==> config.mk <==
export PLATFORM = sky130hd
export DESIGN_NAME = muldiv_unit
export DESIGN_NICKNAME = d
export VERILOG_FILES = /design/src/rtl/muldiv_pkg.sv /design/src/rtl/muldiv_signfix.sv /design/src/rtl/muldiv_unit.sv
export SDC_FILE = /design/constraint.sdc
export NUM_CORES = 1
export LEC_CHECK = 0
export CAP_MARGIN = 10
export CORE_MARGIN = 2
export CORE_UTILIZATION = 59
export DETAILED_ROUTE_END_ITERATION = 7
export PLACE_DENSITY = 0.92
export REMOVE_ABC_BUFFERS = 1
export SYNTH_ARGS = -nofsm -noshare
export SYNTH_HDL_FRONTEND = slang
export SYNTH_SLANG_ARGS = --single-unit
==> constraint.sdc <==
create_clock -name clk -period 4.94 [get_ports clk]
set_input_delay 0.988 -clock clk [delete_from_list [all_inputs] [get_ports clk]]
set_output_delay 0.988 -clock clk [all_outputs]
set_load 0.1 [all_outputs]
==> src/rtl/muldiv_pkg.sv <==
// Shared encodings and helpers for the iterative multiply/divide unit.
package muldiv_pkg;

  localparam int WIDTH_DEF = 32;

  typedef enum logic [1:0] {
    OP_MULT  = 2'b00,
    OP_MULTU = 2'b01,
    OP_DIV   = 2'b10,
    OP_DIVU  = 2'b11
  } op_e;

  typedef enum logic [1:0] {
    S_IDLE = 2'd0,
    S_CALC = 2'd1,
    S_FIX  = 2'd2
  } state_e;

  function automatic logic op_is_signed(input logic [1:0] op);
    return !op[0];
  endfunction

  function automatic logic op_is_div(input logic [1:0] op);
    return op[1];
  endfunction

endpackage

==> src/rtl/muldiv_signfix.sv <==
// Conditional two's-complement negation: abs() on the way in, sign correction on the way out.
module muldiv_signfix #(
  parameter int W = 32
) (
  input  logic [W-1:0] x,
  input  logic         neg,
  output logic [W-1:0] y
);

  assign y = neg ? (~x + W'(1)) : x;

endmodule

==> src/rtl/muldiv_unit.sv <==
// Iterative MULT/MULTU/DIV/DIVU unit holding the architectural HI/LO registers.
module muldiv_unit
  import muldiv_pkg::*;
#(
  parameter int WIDTH = WIDTH_DEF
) (
  input  logic             clk,
  input  logic             rst,
  input  logic             start,
  input  logic [1:0]       op,
  input  logic [WIDTH-1:0] a,
  input  logic [WIDTH-1:0] b,
  input  logic             mthi,
  input  logic             mtlo,
  output logic             busy,
  output logic             done,
  output logic [WIDTH-1:0] hi,
  output logic [WIDTH-1:0] lo,
  output state_e           state_dbg
);

  // Handshake: start is accepted only when busy=0 (state IDLE); busy stays high
  // until the result is written, and done pulses for one cycle as HI/LO change.

  localparam int CNT_W = $clog2(WIDTH);
  localparam logic [CNT_W-1:0] CNT_LAST = CNT_W'(WIDTH - 1);

  state_e             state;
  logic               is_div;
  logic               neg_lo;
  logic               neg_hi;
  logic               div0;
  logic [WIDTH-1:0]   mag;
  logic [2*WIDTH-1:0] acc;
  logic [CNT_W-1:0]   cnt;

  logic [WIDTH-1:0]   abs_a, abs_b;
  logic [2*WIDTH-1:0] prod_fix;
  logic [WIDTH-1:0]   quot_fix, rem_fix;
  logic               op_signed;

  assign op_signed = op_is_signed(op);
  assign state_dbg = state;

  muldiv_signfix #(.W(WIDTH)) u_abs_a (.x(a), .neg(op_signed & a[WIDTH-1]), .y(abs_a));
  muldiv_signfix #(.W(WIDTH)) u_abs_b (.x(b), .neg(op_signed & b[WIDTH-1]), .y(abs_b));

  muldiv_signfix #(.W(2*WIDTH)) u_fix_prod (.x(acc), .neg(neg_lo), .y(prod_fix));
  muldiv_signfix #(.W(WIDTH)) u_fix_quot (.x(acc[WIDTH-1:0]), .neg(neg_lo), .y(quot_fix));
  muldiv_signfix #(.W(WIDTH)) u_fix_rem (.x(acc[2*WIDTH-1:WIDTH]), .neg(neg_hi), .y(rem_fix));

  // Multiply: multiplier sits in the low half and shifts out as the product shifts in.
  // Divide: acc = {remainder, dividend/quotient}; quotient bits enter at the bottom.
  logic [WIDTH:0]     mul_sum;
  logic [WIDTH:0]     div_hi;
  logic               div_ge;
  logic [WIDTH-1:0]   div_rem;
  logic [2*WIDTH-1:0] step_next;

  always_comb begin
    mul_sum   = {1'b0, acc[2*WIDTH-1:WIDTH]} + (acc[0] ? {1'b0, mag} : '0);
    div_hi    = acc[2*WIDTH-1:WIDTH-1];
    div_ge    = (div_hi >= {1'b0, mag});
    div_rem   = div_ge ? (div_hi[WIDTH-1:0] - mag) : div_hi[WIDTH-1:0];
    step_next = is_div ? {div_rem, acc[WIDTH-2:0], div_ge}
                       : {mul_sum, acc[WIDTH-1:1]};
  end

  always_ff @(posedge clk or negedge rst) begin
    if (!rst) begin
      state  <= S_IDLE;
      is_div <= 1'b0;
      neg_lo <= 1'b0;
      neg_hi <= 1'b0;
      div0   <= 1'b0;
      mag    <= '0;
      acc    <= '0;
      cnt    <= '0;
      busy   <= 1'b0;
      done   <= 1'b0;
      hi     <= '0;
      lo     <= '0;
    end else begin
      done <= 1'b0;
      case (state)
        S_IDLE: begin
          if (start) begin
            is_div <= op_is_div(op);
            neg_lo <= op_signed & (a[WIDTH-1] ^ b[WIDTH-1]);
            neg_hi <= op_signed & a[WIDTH-1];
            div0   <= (b == '0);
            mag    <= op_is_div(op) ? abs_b : abs_a;
            acc    <= {{WIDTH{1'b0}}, (op_is_div(op) ? abs_a : abs_b)};
            cnt    <= '0;
            busy   <= 1'b1;
            state  <= S_CALC;
          end else begin
            if (mthi) hi <= a;
            if (mtlo) lo <= a;
          end
        end
        S_CALC: begin
          acc <= step_next;
          if (cnt == CNT_LAST) state <= S_FIX;
          else cnt <= cnt + CNT_W'(1);
        end
        S_FIX: begin
          if (is_div) begin
            // Divide by zero: remainder already equals the dividend; force LO to all ones.
            lo <= div0 ? '1 : quot_fix;
            hi <= rem_fix;
          end else begin
            hi <= prod_fix[2*WIDTH-1:WIDTH];
            lo <= prod_fix[WIDTH-1:0];
          end
          done  <= 1'b1;
          busy  <= 1'b0;
          state <= S_IDLE;
        end
        default: state <= S_IDLE;
      endcase
    end
  end

endmodule

==> out/metrics.cfg <==
[clock_tree]
cts_setup_buffers=0
clkTransAtPathRegs_ns=0.07
hold_buffers=0
tritoncts=built
insertion_delay_ns=0.46
clkSinkCount=173
cts_buffer_depth=2
cts_buffers=17
ctsRootBufferMaster=clkbuf_16
cts_repair_resize_count=0
h-tree-depth=4

[critical_path]
timing.rr.end=acc[62]
rrSetupSlack_ns=0.51
reg2reg_from=acc[0]
cp.arrival_ns=4.78
path_max_fanout=23
reg2regPathDepth=14
critPathLaunchType=register
path_class=reg -> reg
worstPathRequired_ns=5.28
crit_path_end_kind=register

[detailed_routing]
first_pass_iters=8
via_per_inst=6.72
wl_mm=48.4
drt_iter0_drc=2141
ant_nets=0
vias=15361
route.detailed.drc=0
wire_per_inst_um=21.2

[global_routing]
busiest_layer=met2
grt_max_degree=101
use_met1_pct=48.2
antenna_found_initial=0
grt_pass1_vias=14642
grt_pass1_wl_mm=76.8
track_usage_pct=36.4
gr-total-overflow=0
grt_use_met3_pct=6.67
grt_use_met2_pct=58.2

[synthesis]
syn_area_um2=14800
synth_cell_types=76
syn_avg_cell_area_um2=7.92
yosysWarnings=0
synth-edff-count=0
seq_area_frac_synth_pct=29.2
ys_seq_elements=173
synth_top_flop_cell=dfrtp_1
async_reset_ff_share_pct=100
synthCells=1872

[hold_path]
hold_class=reg -> reg
worstHoldEndpoint=mag[22]
holdPathStages=2
worstHoldStart=mag[22]

[timing]
finClkSkew_ns=0.0193
finalCriticalPeriod_ns=4.43
period_share_pct=89.8
final-hold-violation-count=0
rsz0062_at_grt=no
drv_slew=0
fin_worst_hold_slack_ns=0.495
slew_headroom_pct=18.3
fin_tns_setup_ns=0
finalSetupViolations=0
worst_pin_slew_ns=1.22
fmax_ghz=0.225

[finish]
layout_common_cells=203 x o21ai_0, 193 x a21oi_1, 182 x nand2_1, 172 x nor2_1, 172 x dfrtp_1
area.sequential_um2=4330
areaGrowthSynthToFinish_pct=14.8
final_common_cell=o21ai_0
fillers=1904
num-nets-final=2086
antenna_cells=0
multi_input_area_um2=9860
drive_gt1_share_pct=5.32

[placement]
dp_hpwl_mm=35.5
port_buffers=138
gp_congestion=1.00

[floorplan]
die_w_um=163
core_area_um2=24900
die_y_um=163
start_util_pct=59.6
row_count=58
dieArea_um2=26400
num_io_pins=139

[outcome]
status=completed

[flow_run]
max_cap_violations=0

[final cells by class]
cell class | instances | area share, %
tap | 330 | 2.43
clock inverter | 14 | 0.831
inverter | 68 | 1.50
timing repair buffer | 163 | 9.27
sequential | 173 | 25.4
multi-input combinational | 1520 | 57.9
clock buffer | 18 | 2.58
[layer usage]
layer / share of wire (%) / vias to the layer above
met5: 0 / -
met4: 4.5 / 0
met3: 11 / 191
met2: 45 / 1082
met1: 39 / 7175
li1: - / 6913
[state kept, by name, summed over array words and instances, names as in the netlist]
signal / count
acc: 64
busy: 1
cnt: 5
div0: 1
done: 1
hi: 32
is_div: 1
lo: 32
mag: 32
neg_hi: 1
neg_lo: 1
state_dbg: 2
[metrics by stage]
step	cell area, um2	setup slack, ns	utilization [%]	instances
floorplan	14400	-0.138	-	1761
global placement	16400	0.657	66.0	2253
detailed placement	16400	0.547	66.0	2253
CTS	17000	0.647	68.3	2285
global route	17000	0.234	68.4	2286
finish	17000	0.505	68.4	2286
[worst max-delay path, cell delays in order, from the launching register on]
cell,delay [ns]
dfrtp_1,0.46
inv_1,0.30
buf_4,0.36
nor2_1,0.09
ha_1,0.35
o21ai_0,0.27
o21ai_0,0.12
o211ai_1,0.10
o21ai_0,0.28
a2111oi_0,0.86
o31ai_1,0.29
a221oi_1,0.34
xor2_1,0.17
o21ai_0,0.09
a32o_1,0.25
[logic make-up after synthesis]
family,count (synthesis),share of synthesized area [%]
AO/OA/AOI/OAI,650,27.1
flip-flops,173,29.2
AND/OR/NAND/NOR,541,17.0
XOR/XNOR,174,10.3
buffers and inverters,179,4.55
adder cells (fa/ha/maj),72,6.18
multiplexers,83,5.68
[synth_stat cells, types with 15 or more instances]
cell / count / area [um2]
dfrtp_1: 173 / 4330
inv_1: 67 / 251
nand2_1: 182 / 683
ha_1: 70 / 876
a21oi_1: 193 / 966
a21o_1: 49 / 368
nor3_1: 32 / 160
xor2_1: 88 / 771
xnor2_1: 86 / 753
o21ai_0: 203 / 1020
nor2b_1: 15 / 93.8
a221o_1: 33 / 330
a31oi_1: 23 / 144
mux2i_1: 74 / 741
clkbuf_1: 95 / 357
o31ai_1: 27 / 203
o211ai_1: 18 / 135
or3_1: 23 / 144
nand3_1: 24 / 120
nor2_1: 173 / 649
[how the worst max path moves through the flow]
| stage | start | end | slack, ns | cells after the start |
|---|---|---|---|---|
| after floorplan | start | cnt[3] | -0.14 | 5 |
| after global routing | acc[0] | acc[62] | 0.23 | 14 |
| after CTS | acc[0] | acc[62] | 0.65 | 14 |
| final | acc[0] | acc[62] | 0.51 | 14 |
| after global placement | a[7] | acc[28] | 0.66 | 11 |
| after detailed placement | a[7] | acc[28] | 0.55 | 11 |
Power is left out: the tool's default activity adds up to more than one toggle a clock period on the data nets, which glitch-free logic cannot reach.
